`src/rtl/msu_sd_arbiter.sv`:
```
// Shares one SD sector-read port between the MSU audio streamer and the data-track
// reader: round-robin grant, request timeout, and short-sector detection.
module msu_sd_arbiter #(
   parameter int unsigned TIMEOUT      = 65535,
   parameter int unsigned SECTOR_WORDS = 256
) (
   input  logic        clk,
   input  logic        reset,
   input  logic        aud_req,
   input  logic [31:0] aud_lba,
   input  logic        dat_req,
   input  logic [31:0] dat_lba,
   input  logic        sd_ack,
   input  logic        sd_buff_wr,
   output logic        sd_rd,
   output logic [31:0] sd_lba,
   output logic        aud_wr,
   output logic        dat_wr,
   output logic        aud_done,
   output logic        dat_done,
   output logic        xfer_err,
   output logic [8:0]  word_count,
   output logic        busy
);

   typedef enum logic [1:0] {
      IDLE = 2'd0,
      REQ  = 2'd1,
      XFER = 2'd2,
      DONE = 2'd3
   } state_t;

   // Timeout fires on the last waiting cycle so sd_rd is high for exactly TIMEOUT cycles.
   localparam logic [15:0] WAIT_LAST  = 16'(TIMEOUT - 1);
   localparam logic [8:0]  SECTOR_CNT = 9'(SECTOR_WORDS);

   state_t      state;
   state_t      state_nxt;
   logic        grant_aud;
   logic        grant_aud_nxt;
   logic        last_aud;
   logic        last_aud_nxt;
   logic [15:0] wait_cnt;
   logic [15:0] wait_cnt_nxt;
   logic [8:0]  cnt;
   logic [8:0]  cnt_nxt;
   logic        sd_rd_nxt;
   logic [31:0] sd_lba_nxt;
   logic        aud_done_nxt;
   logic        dat_done_nxt;
   logic        xfer_err_nxt;
   logic [8:0]  word_count_nxt;
   logic        pick_aud;

   function automatic logic [8:0] sat_inc(input logic [8:0] v);
      return (v == 9'h1FF) ? v : v + 9'd1;
   endfunction

   // Audio wins when alone, or on a tie when data was served last.
   assign pick_aud = aud_req && (!dat_req || !last_aud);

   assign busy   = (state != IDLE);
   assign aud_wr = (state == XFER) &&  grant_aud && sd_buff_wr;
   assign dat_wr = (state == XFER) && !grant_aud && sd_buff_wr;

   always_ff @(posedge clk) begin
      if (reset) begin
         state      <= IDLE;
         grant_aud  <= 1'b0;
         last_aud   <= 1'b0;
         wait_cnt   <= '0;
         cnt        <= '0;
         sd_rd      <= 1'b0;
         sd_lba     <= '0;
         aud_done   <= 1'b0;
         dat_done   <= 1'b0;
         xfer_err   <= 1'b0;
         word_count <= '0;
      end else begin
         state      <= state_nxt;
         grant_aud  <= grant_aud_nxt;
         last_aud   <= last_aud_nxt;
         wait_cnt   <= wait_cnt_nxt;
         cnt        <= cnt_nxt;
         sd_rd      <= sd_rd_nxt;
         sd_lba     <= sd_lba_nxt;
         aud_done   <= aud_done_nxt;
         dat_done   <= dat_done_nxt;
         xfer_err   <= xfer_err_nxt;
         word_count <= word_count_nxt;
      end
   end

   always_comb begin
      state_nxt      = state;
      grant_aud_nxt  = grant_aud;
      last_aud_nxt   = last_aud;
      wait_cnt_nxt   = wait_cnt;
      cnt_nxt        = cnt;
      sd_rd_nxt      = sd_rd;
      sd_lba_nxt     = sd_lba;
      aud_done_nxt   = 1'b0;
      dat_done_nxt   = 1'b0;
      xfer_err_nxt   = xfer_err;
      word_count_nxt = word_count;

      case (state)
         IDLE: begin
            if (aud_req || dat_req) begin
               grant_aud_nxt = pick_aud;
               sd_lba_nxt    = pick_aud ? aud_lba : dat_lba;
               sd_rd_nxt     = 1'b1;
               wait_cnt_nxt  = '0;
               state_nxt     = REQ;
            end
         end

         REQ: begin
            if (sd_ack) begin
               sd_rd_nxt = 1'b0;
               cnt_nxt   = '0;
               state_nxt = XFER;
            end else if (wait_cnt == WAIT_LAST) begin
               sd_rd_nxt      = 1'b0;
               xfer_err_nxt   = 1'b1;
               word_count_nxt = '0;
               aud_done_nxt   = grant_aud;
               dat_done_nxt   = !grant_aud;
               state_nxt      = DONE;
            end else begin
               wait_cnt_nxt = wait_cnt + 16'd1;
            end
         end

         XFER: begin
            if (!sd_ack) begin
               xfer_err_nxt   = (cnt != SECTOR_CNT);
               word_count_nxt = cnt;
               aud_done_nxt   = grant_aud;
               dat_done_nxt   = !grant_aud;
               state_nxt      = DONE;
            end else if (sd_buff_wr) begin
               cnt_nxt = sat_inc(cnt);
            end
         end

         DONE: begin
            last_aud_nxt = grant_aud;
            state_nxt    = IDLE;
         end

         default: state_nxt = IDLE;
      endcase
   end

endmodule

```
`config.mk`:
```
export PLATFORM = sky130hd
export DESIGN_NAME = msu_sd_arbiter
export DESIGN_NICKNAME = d
export VERILOG_FILES = /design/src/rtl/msu_sd_arbiter.sv
export SDC_FILE = /design/constraint.sdc
export NUM_CORES = 1
export LEC_CHECK = 0
export BUFFER_PORTS_ARGS = -buffer_cell sky130_fd_sc_hd__buf_2
export CORE_ASPECT_RATIO = 0.75
export CORE_UTILIZATION = 48
export CTS_CLUSTER_SIZE = 24
export DETAILED_ROUTE_END_ITERATION = 6
export GPL_ROUTABILITY_DRIVEN = 0
export PLACE_DENSITY_LB_ADDON = 0.15
export SYNTH_ARGS = -nofsm -noshare
export SYNTH_HDL_FRONTEND = slang
export SYNTH_SLANG_ARGS = --single-unit
```
`constraint.sdc`:
```
create_clock -name clk -period 2.3 [get_ports clk]
set_input_delay 0.115 -clock clk [delete_from_list [all_inputs] [get_ports clk]]
set_output_delay 0.115 -clock clk [all_outputs]
set_load 0.02 [all_outputs]
```
==> out/metrics.cfg, run 1 <==
[critical_path]
worst_setup_path_start_kind=register
critical_path.max_fanout=5
criticalPathCategory=register to register
worst_path_largest_cell_delay_ns=0.37
critical_path.cell_chain=and4_1 > and2_1 > and3_1 > ha_2 > nand2b_1 > a21oi_2 > buf_4 > o211ai_1 > or3_1 > a21oi_1
r2r_worst_path_depth=10
critical_path_required_ns=2.59
critical_path.endpoint=cnt[4]
arrival_ns=2.48
reg2reg_slack_ns=0.11
worst_reg2reg_endpoint=cnt[4]
rr_startpoint=cnt[5]
worst_path_max_delay_cell=or3_1
critical_path.endpoint_type=register
worstSetupStartpoint=cnt[5]

[synthesis]
synthAdderAreaFrac_pct=3.05
synth_compound_area_share_pct=21.0
synth_top_family_by_area=compound AO/OA/AOI/OAI gates
basic_gate_share_of_the_synthesized_area_counting_and_or_nand_and_nor_cells_pct=20.3
synth_xor_area_share_pct=1.42
synth.avg_cell_area_um2=8.92
post_synth_mux_area_share_pct=8.95
synth.ff_latch_count=74
syn_inst=414
synth_nets=493
postSynth.asyncResetShare_pct=0
synth.cell_area_um2=3690
yosys_warnings=0
synth_enable_flop_cells=0
dominantRegCellSynth=dfxtp_1
synthDistinctLibCells=56
yosysSeqAreaShare_pct=40.1

[routing]
drt_first_iter_violations=134
finalWirelength_um=9030
routed_wire_length_per_instance_um=14.2
drt_pass1_iterations=4
route.antenna.remaining_nets=0
drcViolationCount=0
vias=3483
vias_per_cell=5.47

[layout]
antenna_cells=0
final_nets=610
most_frequent_cells_in_the_layout=buf_2, dfxtp_1, nor2_1
synthToLayoutAreaGrowth_pct=24.6
layout.cells.most_common=buf_2
drive_gt1_share_pct=31.5
layout.cell_area.non_filler_um2=4600

[global_route]
largest_net_degree_at_the_start_of_global_routing=65
grt_remaining_overflow=0
first_pass_grt_wire_length_um=14500
grt_pass1_vias=3157
globalRouteTotalUtil_pct=23.0
grt_antenna_before_repair=0

[timing]
setup_viol=0
max-slew-margin-rel_pct=61.3
worst-slew-pin-transition_ns=0.577
finalCritPeriodShare_pct=95.2
final-hold-violation-count=0
timing.final.crit_period_ns=2.19
setup-tns-final_ns=0
slew_violations=0
max_freq_mhz=457
clk_skew_ns=0.0109

[place]
dp_hpwl_um=6540
placed_area_um2=4370
portBuffers=117

[job]
max-cap-violations=0

[floorplanning]
die_y_um=77.9
io-pin-count=118
die_area_um2=8050
row_count=27
floorplan.die.width_um=103
floorplan.initialDensity_pct=49.9
fp.coreArea_um2=7400

[clocking]
cts_tree=yes
cts.clk_slew.worst_paths_ns=0.08
clk_latency_ns=0.36
clock_tree.buffer_depth=2
tritoncts.num_buffers=9
clock_tree.htree_level_count=3
cts-root-buf=clkbuf_8
clock_sinks=74

[pwr]
vdd_drop_max_mv=0.565
power.density_nw_per_um2=1020
static-leakage-power_nw=2.01

[hold_path]
worstHoldPathType=input port to register

[status]
status=completed

[critical path: cells and delay by family (launching register included)]
| kind | cells | cell delay, ns |
|---|---|---|
| adder cells (fa/ha/maj) | 1 | 0.18 |
| buffers and inverters | 1 | 0.14 |
| flip-flops | 1 | 0.34 |
| AND/OR/NAND/NOR | 5 | 1.09 |
| AO/OA/AOI/OAI | 3 | 0.35 |
[kinds of logic after synthesis]
group / Yosys count
xor gates and xnor gates: 6
AOI/OAI and AO/OA: 111
and+or+nand+nor: 145
DFF: 74
buffers and inverters: 36
adders and majority gates: 9
muxes: 33
[final cells by class]
cell class / count / area (um^2)
Clock buffer: 10 / 128
Clock inverter: 6 / 67.6
Fill cell: 659 / 2800
Inverter: 11 / 41.3
Multi-Input combinational cell: 304 / 2050
Sequential cell: 74 / 1490
Tap cell: 101 / 126
Timing Repair Buffer: 131 / 703
[registers in the layout, indices dropped and copies added (netlist names), 2 cells and up]
register,count
state,2
wait_cnt,16
sd_lba,32
word_count,9
cnt,9
[power breakdown]
group | internal, mW | switching [mW]
clock | 0.503 | 0.503
sequential | 1.54 | 0.146
combinational | 0.684 | 1.30
total | 2.72 | 1.95
[per-layer routing]
metal  vias up  global-route usage (%)  part of all wire, %
met3        11                    6.13                  5.3
li1       1764                       -                    -
met4         0                    7.61                  1.2
met5         -                       0                    0
met1      1618                    29.8                   47
met2        90                    36.9                   47
[cells in the mapped netlist (3+ instances only)]
cell type,number,share of area [%]
dfxtp_1,74,40
nor2_1,59,6.0
a211oi_1,34,6.9
mux2i_1,33,8.9
a21oi_1,27,3.7
nand2_1,27,2.7
nand3_1,18,2.4
clkbuf_1,15,1.5
o21ai_0,13,1.8
inv_1,11,1.1
ha_1,9,3.1
buf_2,5,0.68
clkbuf_8,5,1.9
xor2_1,5,1.2
a311oi_1,4,0.95
a31oi_1,4,0.68
and3_1,4,0.68
nor3_1,4,0.54
nor4_1,4,0.68
o2111ai_1,4,0.95
a22oi_1,3,0.61
and2_1,3,0.51
nor4b_1,3,0.71
o21ai_1,3,0.41
[how the worst min path moves through the flow]
stage | startpoint | to | slack [ns] | depth (start not counted)
floorplan | sd_ack | aud_done | 0.34 | 2
global placement | word_count[1] | word_count[1] | 0.44 | 2
detailed placement | word_count[3] | word_count[3] | 0.44 | 2
CTS | sd_ack | dat_done | 0.08 | 2
global route | dat_lba[25] | sd_lba[25] | 0.09 | 3
finish | dat_lba[31] | sd_lba[31] | 0.09 | 3
[what timing repair did]
| action | in CTS | in global routing |
|---|---|---|
| endpoints found under the setup margin | 0 | 3 |
| setup buffers | 0 | 3 |
| hold buffers | 0 | 0 |
| gates resized for setup | 0 | 6 |
[per-stage QoR]
| stage | setup WS [ns] | util (%) | power (mW) | hold slack [ns] | std cells |
|---|---|---|---|---|---|
| 2_1_floorplan | 0.157 | - | 3.08 | 0.339 | 414 |
| 3_3_place_gp | 0.161 | 59.0 | 3.63 | 0.440 | 618 |
| 3_5_place_dp | 0.112 | 59.0 | 3.68 | 0.443 | 618 |
| 4_1_cts | 0.0464 | 61.7 | 4.68 | 0.0834 | 634 |
| 5_1_grt | -0.0128 | 62.2 | 4.98 | 0.0908 | 637 |
| 6_report | 0.110 | 62.2 | 4.68 | 0.0859 | 637 |
Note: power is estimated with default switching activity, not from simulation.
==> run 2, diff against run 1 <==
--- a/config.mk
+++ b/config.mk
@@ -7,11 +7,13 @@
 export LEC_CHECK = 0
 export BUFFER_PORTS_ARGS = -buffer_cell sky130_fd_sc_hd__buf_2
 export CORE_ASPECT_RATIO = 0.75
+export CORE_MARGIN = 2
 export CORE_UTILIZATION = 48
 export CTS_CLUSTER_SIZE = 24
 export DETAILED_ROUTE_END_ITERATION = 6
 export GPL_ROUTABILITY_DRIVEN = 0
 export PLACE_DENSITY_LB_ADDON = 0.15
+export SLEW_MARGIN = 10
 export SYNTH_ARGS = -nofsm -noshare
 export SYNTH_HDL_FRONTEND = slang
 export SYNTH_SLANG_ARGS = --single-unit
==> run 2 against run 1 <==
Global-route usage is 2.1 points lower. First-iteration DRC count is 14% lower. Die area rose by 4.6%. Clock skew is 0.0040 ns lower. Fmax grew 1.9%.
==> out/metrics.cfg, run 2 (same netlist as run 1, synthesis figures left out) <==
[status]
status=completed  ; unchanged

[pwr]
switching_part_of_the_total_power_pct=41.4  ; was 41.7%
internal-power_mw=2.74  ; was 2.72 mW
vdd_drop_max_mv=0.674  ; was 0.565 mV
clock_power_share_pct=22.0  ; was 21.5%
power.density_nw_per_um2=1030  ; was 1020 nW/um^2
power_switching_mw=1.93  ; was 1.95 mW
fin_total_pwr_mw=4.67  ; was 4.68 mW
power.share.combinational_pct=42.1  ; was 42.5%
share_seq_of_total_power_pct=35.9  ; was 36.0%
static-leakage-power_nw=1.98  ; was 2.01 nW

[layout]
max_flop_register=sd_lba  ; unchanged
register_area_um2=1480  ; was 1490 um^2
largest_register_ff_count=32  ; unchanged
drive_gt1_share_pct=30.2  ; was 31.5%
antenna_cells=0  ; unchanged
synthToLayoutAreaGrowth_pct=23.5  ; was 24.6%
n_fill_cell=673  ; was 659
largestRegisters=sd_lba: 32 flops, wait_cnt: 16 flops  ; unchanged
layout.cell_area.non_filler_um2=4560  ; was 4600 um^2
final_nets=603  ; was 610
multi_input_area_um2=2050  ; about the same
layout.cells.most_common=buf_2  ; unchanged
most_frequent_cells_in_the_layout=buf_2, dfxtp_1, nor2_1  ; unchanged

[global_route]
grt_antenna_before_repair=0  ; unchanged
largest_net_degree_at_the_start_of_global_routing=65  ; unchanged
first_pass_grt_wire_length_um=14300  ; was 14500 um
grt_remaining_overflow=0  ; unchanged
grt_pass1_vias=3052  ; was 3157
globalRouteTotalUtil_pct=20.9  ; was 23.0%

[routing]
finalWirelength_um=9080  ; was 9030 um
drt_first_iter_violations=115  ; was 134
drcViolationCount=0  ; unchanged
drt_pass1_iterations=4  ; unchanged
vias_per_cell=5.48  ; was 5.47
route.antenna.remaining_nets=0  ; unchanged
routed_wire_length_per_instance_um=14.4  ; was 14.2 um
vias=3455  ; was 3483

[clocking]
cts_tree=yes  ; unchanged
clock_sinks=74  ; unchanged
clock_tree.buffer_depth=2  ; unchanged
cts_hold_buffers=0  ; unchanged
cts.clk_slew.worst_paths_ns=0.08  ; about the same
clock_tree.htree_level_count=3  ; unchanged
cts-root-buf=clkbuf_8  ; unchanged
tritoncts.num_buffers=9  ; unchanged
clk_latency_ns=0.34  ; was 0.36 ns

[timing]
setup_viol=0  ; unchanged
timing.final.crit_period_ns=2.15  ; was 2.19 ns
setup-tns-final_ns=0  ; unchanged
setup_ws_ns=0.151  ; was 0.110 ns
final-hold-violation-count=0  ; unchanged
worst-slew-pin-transition_ns=0.593  ; was 0.577 ns
slew_violations=0  ; unchanged
worst_hold_slack_across_all_endpoints_ns=0.105  ; was 0.0859 ns
clk_skew_ns=0.00688  ; was 0.0109 ns
max-slew-margin-rel_pct=60.1  ; was 61.3%
finalCritPeriodShare_pct=93.4  ; was 95.2%
max_freq_mhz=465  ; was 457 MHz

[critical_path]
criticalPathCategory=register to register  ; unchanged
worst_setup_path_start_kind=register  ; unchanged
rr_startpoint=cnt[4]  ; was cnt[5]
critical_path.max_fanout=6  ; was 5
worstSetupStartpoint=cnt[4]  ; was cnt[5]
arrival_ns=2.42  ; was 2.48 ns
critical_path_required_ns=2.57  ; was 2.59 ns
critical_path.endpoint_type=register  ; unchanged

[floorplanning]
die_area_um2=8410  ; was 8050 um^2
floorplan.die.width_um=105  ; was 103 um
row_count=27  ; unchanged
floorplan.initialDensity_pct=49.9  ; unchanged
fp.coreArea_um2=7400  ; unchanged
die_y_um=79.9  ; was 77.9 um
io-pin-count=118  ; unchanged

[place]
place_ws_ns=-0.0406  ; was 0.112 ns
dp_hpwl_um=6680  ; was 6540 um
placed_area_um2=4330  ; was 4370 um^2
portBuffers=117  ; unchanged

[hold_path]
min_from=sd_ack  ; was dat_lba[31]
worstHoldPathType=input port to register  ; unchanged

[job]
max-cap-violations=0  ; unchanged

## run 2: routing by layer
layer,wire length [um],vias to the layer above,share of wire [%],GRT usage (%)
met3,575,8,6.3,6.04
li1,-,1749,-,-
met2,4320,101,48,35.5
met4,70,0,0.77,5.87
met1,4120,1597,45,25.9
met5,0,-,0,0
## run 2: area by class of cell
cell class | count | share of cell area (%)
sequential | 74 | 32.5
inverter | 11 | 0.906
clock inverter | 5 | 1.37
multi-input combinational | 304 | 45.0
clock buffer | 11 | 3.10
tap | 101 | 2.77
timing repair buffer | 124 | 14.3
## run 2: per-stage QoR
step / util, % / instances
3_5_place_dp: 58.5 / 613
5_1_grt: 61.6 / 630
3_3_place_gp: 58.5 / 613
2_1_floorplan: - / 414
6_report: 61.6 / 630
4_1_cts: 61.3 / 629
## run 2: timing repair
action	in CTS	in global routing
setup buffers	0	1
resized for setup	1	3
cloned	0	0
hold endpoints to repair	0	0
pin swaps	0	2
endpoints found under the setup margin	1	5
## run 2: power groups by stage
stage | logic [mW] | registers, mW | clock network (mW)
2_1_floorplan | 1.10 | 1.98 | 0
3_3_place_gp | 1.93 | 1.69 | 0
3_5_place_dp | 1.95 | 1.71 | 0
4_1_cts | 1.96 | 1.68 | 1.05
5_1_grt | 2.16 | 1.71 | 1.11
6_report | 1.97 | 1.68 | 1.03
## run 2: worst paths after layout
path                            endpoint  slack [ns]  cells past startpoint
worst max-delay path              cnt[4]        0.15                      9
worst min register to register  xfer_err        0.46                      2
worst max register to register    cnt[4]        0.15                      9
worst min-delay path            dat_done        0.10                      2
## run 2: worst max-delay path, cell delays in order, from the launching register on
cell and delay [ns]:
dfxtp_1 0.36, and4_1 0.21, and2_1 0.16, and3_1 0.18, ha_1 0.19, nand2b_1 0.18
a21oi_4 0.19, o211ai_1 0.15, or3_1 0.33, a21oi_1 0.13
==> run 3, diff against run 2 <==
--- a/config.mk
+++ b/config.mk
@@ -8,11 +8,12 @@
 export BUFFER_PORTS_ARGS = -buffer_cell sky130_fd_sc_hd__buf_2
 export CORE_ASPECT_RATIO = 0.75
 export CORE_MARGIN = 2
-export CORE_UTILIZATION = 48
+export CORE_UTILIZATION = 51
 export CTS_CLUSTER_SIZE = 24
 export DETAILED_ROUTE_END_ITERATION = 6
 export GPL_ROUTABILITY_DRIVEN = 0
 export PLACE_DENSITY_LB_ADDON = 0.15
+export REMOVE_ABC_BUFFERS = 1
 export SLEW_MARGIN = 10
 export SYNTH_ARGS = -nofsm -noshare
 export SYNTH_HDL_FRONTEND = slang
==> run 3 against run 2 <==
Via count grew 0.12%. Power grew 0.76%. Clock skew about the same. Critical path depth stayed put. Final area rose by 0.60%. Core utilization increased by 4.9 points. Critical endpoint unchanged.
==> out/metrics.cfg, run 3 (same netlist as run 1, synthesis figures left out) <==
[timing]
rsz0062_at_grt=no
setup-tns-final_ns=0  ; unchanged
slew_violations=0  ; unchanged
worst-slew-pin-transition_ns=0.643  ; was 0.593 ns
final-hold-violation-count=0  ; unchanged
setup_viol=0  ; unchanged
max_freq_mhz=466  ; was 465 MHz
timing.final.crit_period_ns=2.15  ; about the same
finalCritPeriodShare_pct=93.3  ; was 93.4%
max-slew-margin-rel_pct=57.2  ; was 60.1%
clk_skew_ns=0.00673  ; was 0.00688 ns

[floorplanning]
floorplan.die.width_um=102  ; was 105 um
fp.coreArea_um2=6900  ; was 7400 um^2
die_y_um=77.7  ; was 79.9 um
die_area_um2=7940  ; was 8410 um^2
row_count=26  ; was 27
floorplan.initialDensity_pct=53.5  ; was 49.9%
io-pin-count=118  ; unchanged

[critical_path]
arrival_ns=2.42  ; about the same
cp.buffers_inverters=0  ; unchanged
worst_path_max_delay_cell=dfxtp_1  ; unchanged
timing.critical_path.max_delay_family=simple AND/OR/NAND/NOR gates  ; unchanged
r2r_worst_path_depth=9  ; unchanged
reg2reg_slack_ns=0.15  ; about the same
critical_path.endpoint_type=register  ; unchanged
worst_setup_path_start_kind=register  ; unchanged
rr_startpoint=cnt[4]  ; unchanged
critical_path.max_fanout=6  ; unchanged
critical_path.cell_chain=and4_1 > and2_1 > and3_1 > ha_1 > nand2b_1 > a21oi_1 > o211ai_1 > or3_1 > a21oi_1  ; was and4_1 > and2_1 > and3_1 > ha_1 > nand2b_1 > a21oi_4 > o211ai_1 > or3_1 > a21oi_1
criticalPathCategory=register to register  ; unchanged
worst_reg2reg_endpoint=cnt[4]  ; unchanged
critical_path_required_ns=2.58  ; was 2.57 ns
cpMostUsedCell=a21oi_1
worst_path_largest_cell_delay_ns=0.36  ; about the same

[routing]
route.antenna.remaining_nets=0  ; unchanged
vias=3459  ; was 3455
drcViolationCount=0  ; unchanged
routed_wire_length_per_instance_um=14.2  ; was 14.4 um
drt_first_iter_violations=201  ; was 115
drt_pass1_iterations=5  ; was 4
vias_per_cell=5.47  ; was 5.48
finalWirelength_um=8990  ; was 9080 um

[global_route]
largest_net_degree_at_the_start_of_global_routing=65  ; unchanged
grt_pass1_vias=3128  ; was 3052
globalRouteTotalUtil_pct=22.6  ; was 20.9%
grt_antenna_before_repair=0  ; unchanged
grt_remaining_overflow=0  ; unchanged
first_pass_grt_wire_length_um=14600  ; was 14300 um

[hold_path]
holdPathEnd=sd_lba[3]  ; was dat_done
worstHoldPathType=input port to register  ; unchanged
min_from=dat_lba[3]  ; was sd_ack
hold-path-cell-count=3  ; was 2

[job]
max-cap-violations=0  ; unchanged

[clocking]
clk_latency_ns=0.34  ; about the same
clock_sinks=74  ; unchanged
cts.clk_slew.worst_paths_ns=0.08  ; about the same
cts_tree=yes  ; unchanged
clock_tree.buffer_depth=2  ; unchanged
cts_post_setup_buffers_inserted=0  ; unchanged
cts-root-buf=clkbuf_8  ; unchanged
cts_hold_buffers=0  ; unchanged
tritoncts.num_buffers=9  ; unchanged
clock_tree.htree_level_count=3  ; unchanged

[layout]
antenna_cells=0  ; unchanged
n_fill_cell=608  ; was 673
final_nets=608  ; was 603
synthToLayoutAreaGrowth_pct=24.2  ; was 23.5%
max_flop_register=sd_lba  ; unchanged
most_frequent_cells_in_the_layout=buf_2, dfxtp_1, nor2_1  ; unchanged
drive_gt1_share_pct=30.5  ; was 30.2%
largest_register_ff_count=32  ; unchanged
largestRegisters=sd_lba: 32 flops, wait_cnt: 16 flops  ; unchanged
layout.cells.most_common=buf_2  ; unchanged

[pwr]
power_switching_mw=1.96  ; was 1.93 mW
switching_part_of_the_total_power_pct=41.6  ; was 41.4%
internal-power_mw=2.75  ; was 2.74 mW
clock_power_share_pct=21.8  ; was 22.0%
fin_total_pwr_mw=4.71  ; was 4.67 mW
power.share.combinational_pct=42.7  ; was 42.1%
static-leakage-power_nw=2.01  ; was 1.98 nW
power.density_nw_per_um2=1030  ; about the same
vdd_drop_max_mv=0.530  ; was 0.674 mV
share_seq_of_total_power_pct=35.5  ; was 35.9%

[place]
portBuffers=117  ; unchanged
dp_hpwl_um=6520  ; was 6680 um

[status]
status=completed  ; unchanged

-- run 3: cell count changes in the layout (fill, tap and decap cells not counted) --
cell,delta
a21oi_2,-1
a21oi_1,+2
dfxtp_2,-1
clkbuf_1,-1
buf_12,+1
buf_4,+4
dfxtp_1,+1
clkinv_4,-1
a21oi_4,-1
clkinv_2,+2
-- run 3: what timing repair did --
action / in CTS / in global routing
endpoints found under the hold margin: 0 / 0
resized for setup: 0 / 0
setup endpoints to repair: 0 / 1
-- run 3: layout make-up --
cell class | count | area (um^2) | share of cell area, %
sequential | 74 | 1480 | 32.3
clock inverter | 6 | 63.8 | 1.39
timing repair buffer | 129 | 701 | 15.3
clock buffer | 10 | 138 | 3.00
inverter | 11 | 41.3 | 0.901
tap | 98 | 123 | 2.67
multi-input combinational | 304 | 2040 | 44.4
-- run 3: how the worst max path moves through the flow --
stage	from	to	depth (start not counted)
floorplan	last_aud	sd_lba[0]	3
global placement	cnt[4]	cnt[4]	9
detailed placement	cnt[5]	cnt[4]	9
CTS	cnt[5]	cnt[4]	9
global route	state[1]	wait_cnt[6]	6
finish	cnt[4]	cnt[4]	9
-- run 3: power by group through the flow --
stage	Clock, mW	Combinational, mW	Sequential [mW]
floorplan	0	1.05	1.98
global placement	0	1.96	1.69
detailed placement	0	2.00	1.70
CTS	1.05	2.01	1.67
global route	1.10	2.21	1.71
finish	1.03	2.01	1.67
-- run 3: tightest hold or removal path, stage by stage --
cell      delay, ns
buf_2          0.09
mux2i_1        0.11
a211oi_1       0.08
-- run 3: routing by layer --
layer | routed length (um) | GRT usage, % | vias up
met5 | 0 | 0 | -
met4 | 76 | 5.73 | 0
met3 | 500 | 4.50 | 8
met2 | 4250 | 36.1 | 102
met1 | 4160 | 31.4 | 1585
li1 | - | - | 1764
-- run 3: through the flow --
step	instances	cell area, um^2	setup WS (ns)	util, %	hold WS [ns]
floorplan	389	3540	-2.10	-	0.184
global placement	616	4380	0.226	63.6	0.434
detailed placement	616	4380	0.196	63.6	0.440
CTS	632	4580	0.148	66.5	0.0946
global route	632	4580	0.00769	66.5	0.121
finish	632	4580	0.153	66.5	0.105
